<file path="config.mk">
export PLATFORM = sky130hd
export DESIGN_NAME = weight_loader
export DESIGN_NICKNAME = d
export VERILOG_FILES = /design/src/rtl/fnn_pkg.sv /design/src/rtl/wload_counter.sv /design/src/rtl/weight_loader.sv
export SDC_FILE = /design/constraint.sdc
export NUM_CORES = 1
export LEC_CHECK = 0
export CORE_MARGIN = 2
export CORE_UTILIZATION = 47
export CTS_BUF_LIST = sky130_fd_sc_hd__clkbuf_4
export DETAILED_ROUTE_END_ITERATION = 12
export GPL_TIMING_DRIVEN = 0
export HOLD_SLACK_MARGIN = 0.06
export MAX_ROUTING_LAYER = met4
export PLACE_DENSITY = 0.87
export SYNTH_ARGS = -nofsm -noshare
export SYNTH_HDL_FRONTEND = slang
export SYNTH_SLANG_ARGS = --single-unit
</file>
<file path="constraint.sdc">
create_clock -name clk -period 3.62 [get_ports clk]
set_input_delay 0.724 -clock clk [delete_from_list [all_inputs] [get_ports clk]]
set_output_delay 0.724 -clock clk [all_outputs]
set_load 0.05 [all_outputs]
</file>
<file path="src/rtl/fnn_pkg.sv">
// Shared definitions for the FNN layer blocks.
//   DataWidth     : default weight word width, shared with the weight memories
//   wload_state_e : weight loader FSM states
//   onehot()      : index to one-hot decode (results up to MaxOneHot bits wide)
package fnn_pkg;

  localparam int unsigned DataWidth = 16;
  localparam int unsigned MaxOneHot = 256;

  typedef enum logic [1:0] {
    StIdle,
    StLoad,
    StFinish
  } wload_state_e;

  // Callers size-cast the result down to their own enable width.
  function automatic logic [MaxOneHot-1:0] onehot(input int unsigned idx);
    return {{(MaxOneHot - 1){1'b0}}, 1'b1} << idx;
  endfunction

endpackage

</file>
<file path="src/rtl/wload_counter.sv">
// Nested address/neuron counter for the weight loader.
//   clk, rst    : clock, synchronous active-high reset
//   clear       : force both counters to zero
//   advance     : step to the next weight slot (one accepted beat)
//   addr_cnt    : address within the current neuron memory
//   neuron_cnt  : current neuron memory
//   last        : current slot is the final one of the layer
module wload_counter
  import fnn_pkg::*;
#(
  parameter int unsigned NumNeuron   = 8,
  parameter int unsigned NumWeight   = 30,
  parameter int unsigned AddrWidth   = 5,
  parameter int unsigned NeuronWidth = 3
) (
  input  logic                   clk,
  input  logic                   rst,
  input  logic                   clear,
  input  logic                   advance,
  output logic [AddrWidth-1:0]   addr_cnt,
  output logic [NeuronWidth-1:0] neuron_cnt,
  output logic                   last
);

  logic [AddrWidth-1:0]   addr_q, addr_d;
  logic [NeuronWidth-1:0] neuron_q, neuron_d;
  logic                   addr_wrap, neuron_wrap;

  assign addr_wrap   = (addr_q == AddrWidth'(NumWeight - 1));
  assign neuron_wrap = (neuron_q == NeuronWidth'(NumNeuron - 1));

  always_comb begin
    addr_d   = addr_q;
    neuron_d = neuron_q;
    if (clear) begin
      addr_d   = '0;
      neuron_d = '0;
    end else if (advance) begin
      if (addr_wrap) begin
        addr_d   = '0;
        // Wrapping the neuron count after the final slot keeps it in range.
        neuron_d = neuron_wrap ? '0 : neuron_q + NeuronWidth'(1);
      end else begin
        addr_d = addr_q + AddrWidth'(1);
      end
    end
  end

  always_ff @(posedge clk) begin
    if (rst) begin
      addr_q   <= '0;
      neuron_q <= '0;
    end else begin
      addr_q   <= addr_d;
      neuron_q <= neuron_d;
    end
  end

  assign addr_cnt   = addr_q;
  assign neuron_cnt = neuron_q;
  assign last       = addr_wrap && neuron_wrap;

endmodule

</file>
<file path="src/rtl/weight_loader.sv">
// Streams weights into the per-neuron weight memories of one FNN layer,
// neuron-major (neuron 0 addr 0..NUM_WEIGHT-1, then neuron 1, ...).
//   clk, rst        : clock, synchronous active-high reset
//   start           : begin a load (honoured only when idle)
//   s_valid/s_ready : weight stream handshake, s_data is the weight word
//   wen/wadd/win    : memory write port, one wen bit per neuron memory
//   busy            : load in progress
//   done            : one-cycle pulse with the final write
//   checksum        : wrapping sum of the accepted words when WLOAD_CHECKSUM_EN
//                     is defined, otherwise tied to zero
module weight_loader
  import fnn_pkg::*;
#(
  parameter int unsigned NUM_NEURON = 8,
  parameter int unsigned NUM_WEIGHT = 30,
  parameter int unsigned ADDR_WIDTH = $clog2(NUM_WEIGHT),
  parameter int unsigned DATA_WIDTH = fnn_pkg::DataWidth
) (
  input  logic                  clk,
  input  logic                  rst,
  input  logic                  start,
  input  logic                  s_valid,
  input  logic [DATA_WIDTH-1:0] s_data,
  output logic                  s_ready,
  output logic [NUM_NEURON-1:0] wen,
  output logic [ADDR_WIDTH-1:0] wadd,
  output logic [DATA_WIDTH-1:0] win,
  output logic                  busy,
  output logic                  done,
  output logic [DATA_WIDTH-1:0] checksum
);

  localparam int unsigned NeuronWidth = (NUM_NEURON > 1) ? $clog2(NUM_NEURON) : 1;

  wload_state_e state_q, state_d;

  logic                   accept;
  logic                   start_acc;
  logic                   last;
  logic [ADDR_WIDTH-1:0]  addr_cnt;
  logic [NeuronWidth-1:0] neuron_cnt;

  logic [NUM_NEURON-1:0]  wen_q, wen_d;
  logic [ADDR_WIDTH-1:0]  wadd_q;
  logic [DATA_WIDTH-1:0]  win_q;

  assign s_ready   = (state_q == StLoad);
  assign accept    = s_valid && s_ready;
  assign start_acc = (state_q == StIdle) && start;

  wload_counter #(
    .NumNeuron  (NUM_NEURON),
    .NumWeight  (NUM_WEIGHT),
    .AddrWidth  (ADDR_WIDTH),
    .NeuronWidth(NeuronWidth)
  ) u_counter (
    .clk       (clk),
    .rst       (rst),
    .clear     (start_acc),
    .advance   (accept),
    .addr_cnt  (addr_cnt),
    .neuron_cnt(neuron_cnt),
    .last      (last)
  );

  always_comb begin
    state_d = state_q;
    wen_d   = '0;
    unique case (state_q)
      StIdle:   if (start) state_d = StLoad;
      StLoad:   if (accept && last) state_d = StFinish;
      StFinish: state_d = StIdle;
      default:  state_d = StIdle;
    endcase
    if (accept) wen_d = NUM_NEURON'(onehot(32'(neuron_cnt)));
  end

  always_ff @(posedge clk) begin
    if (rst) begin
      state_q <= StIdle;
      wen_q   <= '0;
      wadd_q  <= '0;
      win_q   <= '0;
    end else begin
      state_q <= state_d;
      wen_q   <= wen_d;
      // Address and data hold between writes.
      if (accept) begin
        wadd_q <= addr_cnt;
        win_q  <= s_data;
      end
    end
  end

  assign wen  = wen_q;
  assign wadd = wadd_q;
  assign win  = win_q;
  // The final write lands in the FINISH cycle, so done lines up with it.
  assign busy = (state_q != StIdle);
  assign done = (state_q == StFinish);

`ifdef WLOAD_CHECKSUM_EN
  logic [DATA_WIDTH-1:0] sum_q;

  always_ff @(posedge clk) begin
    if (rst || start_acc) begin
      sum_q <= '0;
    end else if (accept) begin
      sum_q <= sum_q + s_data;
    end
  end

  assign checksum = sum_q;
`else
  assign checksum = '0;
`endif

endmodule
</file>
==> impl_metrics.json, run 1 <==
{
  "dp_hpwl_um": 2480,
  "drt_iter0_drc": 37,
  "worstPathCellList": "nor2b_1 -> clkdlybuf4s50_1",
  "die_area_um2": 3940,
  "endpoint_kind": "output pin",
  "power_switching_share_pct": 27.8,
  "arrival_ns": 1.75,
  "cp.required_ns": 2.90,
  "cp-start-kind": "register",
  "fin_nets": 287,
  "period_share_pct": 68.4,
  "antennaDiodeCount": 0,
  "die_h_um": 62.7,
  "drive_gt1_share_pct": 11.9,
  "p_comb_share_pct": 17.9,
  "cts_buffers": 5,
  "layout_min_cycle_time_ns": 2.47,
  "grt_pass1_vias": 1347,
  "rows": 21,
  "antenna_found_initial": 0,
  "rsz0062_at_grt": "no",
  "syn_area_um2": 1620,
  "criticalPathCategory": "reg2out",
  "ios": 68,
  "ys_seq_area_share_pct": 48.1,
  "insertion_delay_ns": 0.35,
  "yosys_warnings": 0,
  "setup_viol": 0,
  "cts_setup_buffers": 0,
  "synthToLayoutAreaGrowth_pct": 42.6,
  "synth-seq-cells": 39,
  "clkTransAtPathRegs_ns": 0.11,
  "reg2reg_depth": 4,
  "r2r_end": "u_counter.neuron_cnt[0]",
  "ff2ff_setup_slack_ns": 2.08,
  "wl_per_cell_um": 11.1,
  "fin_tns_setup_ns": 0,
  "synthTopCellsByArea": "dfxtp_1 (48%), nand2_1 (10%), a21oi_1 (8.3%)",
  "worst-path-max-fanout": 6,
  "fmax_mhz": 404,
  "ant_nets": 0,
  "cts-root-buf": "clkbuf_4",
  "drtPass1Iterations": 4,
  "p_seq_share_pct": 50.4,
  "holdWs_ns": 0.458,
  "slew_headroom_pct": 65.4,
  "route.vias.total": 1430,
  "initial_core_util_pct": 48.6,
  "yosysTopAreaCellShare_pct": 48.1,
  "grtUsageTotal_pct": 19.1,
  "cap_violations": 0,
  "rr_startpoint": "u_counter.addr_cnt[0]",
  "grt_pass1_wl_um": 5740,
  "die_w_um": 62.7,
  "min_path_cells": 2,
  "portBuffers": 50,
  "drv_slew": 0,
  "min_path_type": "reg2reg",
  "cp_slowest_stage_delay_ns": 0.82,
  "grt_max_degree": 13,
  "p_clk_share_pct": 31.7,
  "synth_cell_types": 29,
  "fin_worst_skew_ns": 0.00748,
  "switching_power_uw": 245,
  "syn_area_per_cell_um2": 8.63,
  "clock_sinks": 39,
  "totalWireLength_um": 3400,
  "internal-power_uw": 635,
  "hp-start": "win[15]",
  "synth_area_leader_cell": "dfxtp_1",
  "cts_tree": "done",
  "instances_no_fill": 307,
  "peakVddDrop_uv": 220,
  "holdBufCountCts": 0,
  "tightest_slew_ns": 0.517,
  "leakage_nw": 0.943,
  "hold_viol": 0,
  "critPathSlowestCell": "clkdlybuf4s50_1",
  "htree_levels": 2,
  "place_congestion": 0.779,
  "min_to": "win[15]",
  "viasPerCell": 4.66,
  "power.density_nw_per_um2": 381,
  "dp_cells": 299,
  "drc": 0,
  "setup.worst_path.start": "state_q[0]",
  "grt_overflow": 0,
  "core_area_um2": 3340,
  "clock_path_buffers": 2,
  "synth_cells": 188,
  "outcome": "completed",
  "cts_resized": 0
}
[cells by family after synthesis]
group / after synthesis / synth area share [%]
AO/OA/AOI/OAI: 38 / 13.5
flip-flops: 39 / 48.1
adder cells (fa/ha/maj): 7 / 5.40
buffers and inverters: 30 / 11.5
other: 1 / 0.231
AND/OR/NAND/NOR: 73 / 21.2
[sequential cells by signal (all words and copies together) (netlist names)]
signal / cells
win: 16
wen: 8
u_counter.addr_cnt: 5
wadd: 5
u_counter.neuron_cnt: 3
state_q: 2
[layout by cell type (no fill, tap or decap)]
master            n
o211ai_1          1
nand3_1           3
and4_1            1
nand2_1          45
o21ai_0           3
o211a_1           2
clkdlybuf4s50_1  50
and3b_1           1
clkbuf_1          3
nor3b_2           1
nor2_1            4
a21oi_1          27
a41oi_1           2
clkinv_1          1
or4_1             1
bufinv_16         1
nor2b_1           2
nor3_1            2
or3_1             2
nand3b_1          1
clkbuf_4          5
clkinv_2          1
a311oi_1          1
buf_2             5
and2_1            8
inv_1             4
dfxtp_1          39
a21o_1            1
conb_1           16
nand4b_1          1
a211oi_1          1
nand4_1           1
ha_1              7
buf_4            18
[worst max path at each step]
| stage | to | slack, ns | depth (start not counted) |
|---|---|---|---|
| 3_5_place_dp | wen[2] | 1.51 | 5 |
| 3_3_place_gp | wen[3] | 1.53 | 5 |
| 4_1_cts | s_ready | 1.12 | 2 |
| 2_1_floorplan | s_ready | 1.80 | 1 |
| 5_1_grt | s_ready | 1.04 | 2 |
| 6_report | s_ready | 1.15 | 2 |
[metrics by stage]
step                power, mW  setup slack (ns)  instance area, um^2  utilization, %
CTS                     0.886              1.12                 2310            69.3
global route            0.922              1.04                 2310            69.3
floorplan               0.564              1.80                 1680               -
global placement        0.608              1.53                 2240            67.0
detailed placement      0.610              1.51                 2240            67.0
finish                  0.880              1.15                 2310            69.3
[critical path, delay by kind of cell (launching register included)]
kind	cells	cell delay (ns)
AND/OR/NAND/NOR	1	0.16
buffers and inverters	1	0.82
flip-flops	1	0.42
[power by group through the flow]
stage	logic (mW)	clock network (mW)	registers, mW
after global placement	0.155	0	0.453
after global routing	0.166	0.311	0.446
after floorplan	0.0836	0	0.480
final	0.157	0.279	0.444
after CTS	0.157	0.285	0.444
after detailed placement	0.157	0	0.454
[Yosys cell counts]
cell type and instances:
nand3_1 3, buf_4 18, dfxtp_1 39, conb_1 1, a211oi_1 1, o211ai_1 1
and3b_1 1, inv_1 4, nor3b_2 1, nor3_1 2, buf_2 5, a21oi_1 27
nand3b_1 1, nand4b_1 1, nor2b_1 2, a311oi_1 1, or4_1 1, clkbuf_1 3
and2_1 8, and4_1 1, ha_1 7, a41oi_1 2, o21ai_0 3, nand4_1 1
or3_1 2, a21o_1 1, nor2_1 4, o211a_1 2, nand2_1 45
[routing by layer]
metal | routed length [um] | share of wire (%) | track usage [%] | vias to the layer above
met5 | 0 | 0 | - | -
met4 | 71 | 2.1 | 10.8 | 0
met3 | 227 | 6.7 | 6.67 | 8
met2 | 1700 | 50 | 31.0 | 48
met1 | 1400 | 41 | 20.2 | 639
li1 | - | - | - | 735
[final cells by class]
type | count | area [um^2]
Clock inverter | 3 | 38.8
Inverter | 4 | 15.0
Clock buffer | 5 | 37.5
Timing Repair Buffer | 50 | 500
Multi-Input combinational cell | 134 | 711
Buffer | 26 | 171
Fill cell | 286 | 1020
Tap cell | 46 | 57.6
Sequential cell | 39 | 781
(Power assumes the default switching activity.)
==> run 2: changes to the inputs <==
--- a/config.mk
+++ b/config.mk
@@ -6,13 +6,13 @@
 export NUM_CORES = 1
 export LEC_CHECK = 0
 export CORE_MARGIN = 2
-export CORE_UTILIZATION = 47
+export CORE_UTILIZATION = 39
 export CTS_BUF_LIST = sky130_fd_sc_hd__clkbuf_4
 export DETAILED_ROUTE_END_ITERATION = 12
 export GPL_TIMING_DRIVEN = 0
 export HOLD_SLACK_MARGIN = 0.06
 export MAX_ROUTING_LAYER = met4
-export PLACE_DENSITY = 0.87
+export PLACE_DENSITY = 0.77
 export SYNTH_ARGS = -nofsm -noshare
 export SYNTH_HDL_FRONTEND = slang
 export SYNTH_SLANG_ARGS = --single-unit
==> constraint.sdc (replaced) <==
create_clock -name clk -period 2.25 [get_ports clk]
set_input_delay 0.45 -clock clk [delete_from_list [all_inputs] [get_ports clk]]
set_output_delay 0.45 -clock clk [all_outputs]
set_load 0.05 [all_outputs]
==> run 2 against run 1 <==
- clock power grew 31%
- critical endpoint is now busy
- register-to-register slack lost 1.3 ns
- worst setup slack lost 1.0 ns
- non-clock buffer count is the same
- design area shrank 0.38%
- count of clock-buffer cells in the layout grew 2
- utilization shrank 12 points
- critical path depth grew 1
==> impl_metrics.json, run 2 (synthesized netlist as in run 1, its figures left out) <==
{
  "ant_nets": 0,
  "die_area_um2": 4690,
  "tightest_slew_ns": 0.512,
  "layout_min_cycle_time_ns": 2.15,
  "drive_gt1_share_pct": 12.3,
  "mostFrequentLayoutCells": "clkdlybuf4s50_1 (48), nand2_1 (45), dfxtp_1 (39)",
  "insertion_delay_ns": 0.35,
  "die_h_um": 68.5,
  "arrival_ns": 1.70,
  "outcome": "completed",
  "leakage_nw": 0.968,
  "rsz0062_at_grt": "no",
  "initial_core_util_pct": 40.5,
  "drt_iter0_drc": 48,
  "fin_tns_setup_ns": 0,
  "core_area_um2": 4000,
  "cts_buffers": 5,
  "drc": 0,
  "route.vias.total": 1419,
  "r2r_end": "u_counter.neuron_cnt[0]",
  "portBuffers": 50,
  "cts_tree": "done",
  "reg2reg_depth": 4,
  "rows": 23,
  "cp.required_ns": 1.80,
  "min_path_cells": 2,
  "worst-path-buf-inv": 2,
  "largest_reg_flops": 16,
  "clock_path_buffers": 2,
  "endpoint_kind": "output pin",
  "cp-start-kind": "register",
  "drtPass1Iterations": 4,
  "cp_slowest_stage_delay_ns": 0.79,
  "antenna_found_initial": 0,
  "worst-path-max-fanout": 6,
  "htree_levels": 2,
  "dr_wl_met2_um": 1580,
  "grt_pass1_wl_um": 5220,
  "top_layer": "met4",
  "rr_startpoint": "u_counter.neuron_cnt[0]",
  "power.density_nw_per_um2": 578,
  "ios": 68,
  "criticalPathCategory": "reg2out",
  "critPathSlowestCell": "clkdlybuf4s50_1",
  "worstPathCellList": "nor2_1 -> inv_1 -> clkdlybuf4s50_1",
  "ff2ff_setup_slack_ns": 0.74,
  "cp_top_family": "buffers and inverters",
  "grt_pass1_vias": 1151,
  "die_w_um": 68.5,
  "setup_ws_ns": 0.104,
  "drv_slew": 0,
  "place_congestion": 0.826,
  "fin_nets": 287,
  "clkTransAtPathRegs_ns": 0.12,
  "cap_violations": 0,
  "fmax_mhz": 466,
  "dp_hpwl_um": 2420,
  "fin_worst_skew_ns": 0.0109,
  "cts-root-buf": "clkbuf_4",
  "cts_setup_buffers": 0,
  "viasPerCell": 4.56,
  "totalWireLength_um": 3330,
  "pre_cts_ws_ns": 0.450,
  "wl_per_cell_um": 10.7,
  "slew_headroom_pct": 65.8,
  "hold_viol": 0,
  "setup_viol": 0,
  "clock_sinks": 39,
  "wl_met1_um": 1460,
  "grt_overflow": 0,
  "synthToLayoutAreaGrowth_pct": 42.1,
  "antennaDiodeCount": 0,
  "wl_met3_um": 234,
  "final_common_cell": "clkdlybuf4s50_1",
  "period_share_pct": 95.4,
  "min_path_type": "reg2reg",
  "min_to": "win[14]",
  "hp-start": "win[14]",
  "peakVddDrop_uv": 297,
  "grt_max_degree": 12,
  "grtUsageTotal_pct": 15.4
}
==> run 2: cell count changes in the layout (fill, tap and decap cells not counted), sizes merged <==
cell           previous run  this run
bufinv                    1         0
clkbuf                    8        10
clkdlybuf4s50            50        48
clkinv                    2         1
dlymetal6s2s              0         2
==> run 2: worst max path at each step <==
stage,startpoint,to,slack (ns),cells after the start
detailed placement,s_valid,wadd[2],0.45,6
finish,state_q[0],busy,0.10,3
global placement,s_valid,wen[1],0.44,5
floorplan,state_q[0],s_ready,0.70,1
CTS,state_q[0],s_ready,0.05,2
global route,state_q[0],busy,0.02,3
==> run 2: what timing repair did <==
item	in CTS	in global routing
hold endpoints to repair	0	0
endpoints found under the setup margin	0	2
hold buffers	0	0
resized for setup	0	2
==> run 2: final cells by class <==
cell class	count	area [um^2]
plain buffers	26	171
inverters	4	15.0
flip-flops and latches	39	781
clock inverters	1	5.00
well taps	50	62.6
repair buffers	50	505
multi-input cells	134	711
fillers	402	1700
clock buffers	7	52.6
==> run 2: worst register-to-register path: stages (launching register included) <==
cell and delay [ns]:
dfxtp_1 0.37, ha_1 0.24, ha_1 0.22, or4_1 0.50, a21oi_1 0.13
==> run 2: report_power, final <==
group / switching (mW) / total (mW) / internal (mW)
Clock: 0.220 / 0.366 / 0.146
Combinational: 0.163 / 0.252 / 0.0890
Sequential: 0.00881 / 0.714 / 0.705
Total: 0.392 / 1.33 / 0.940
==> run 2: metrics by stage <==
| stage | hold slack (ns) | total power, mW | util, % | instances | area [um^2] |
|---|---|---|---|---|---|
| after floorplan | 0.467 | 0.907 | - | 203 | 1680 |
| after global placement | 0.441 | 0.980 | 56.0 | 303 | 2240 |
| after detailed placement | 0.447 | 0.982 | 56.0 | 303 | 2240 |
| after CTS | 0.462 | 1.35 | 57.5 | 311 | 2300 |
| after global routing | 0.476 | 1.40 | 57.6 | 311 | 2300 |
| final | 0.458 | 1.33 | 57.6 | 311 | 2300 |
==> run 2: metal layers <==
metal / global-route usage [%] / up-vias
met5: - / -
met4: 6.00 / 0
met3: 5.43 / 6
met2: 24.8 / 43
met1: 17.5 / 636
li1: - / 734
==> run 3: changes to the inputs <==
--- a/config.mk
+++ b/config.mk
@@ -5,6 +5,7 @@
 export SDC_FILE = /design/constraint.sdc
 export NUM_CORES = 1
 export LEC_CHECK = 0
+export CAP_MARGIN = 20
 export CORE_MARGIN = 2
 export CORE_UTILIZATION = 39
 export CTS_BUF_LIST = sky130_fd_sc_hd__clkbuf_4
==> results of run 3 <==
Final layout, timing and power as in run 2 (identical DEF).
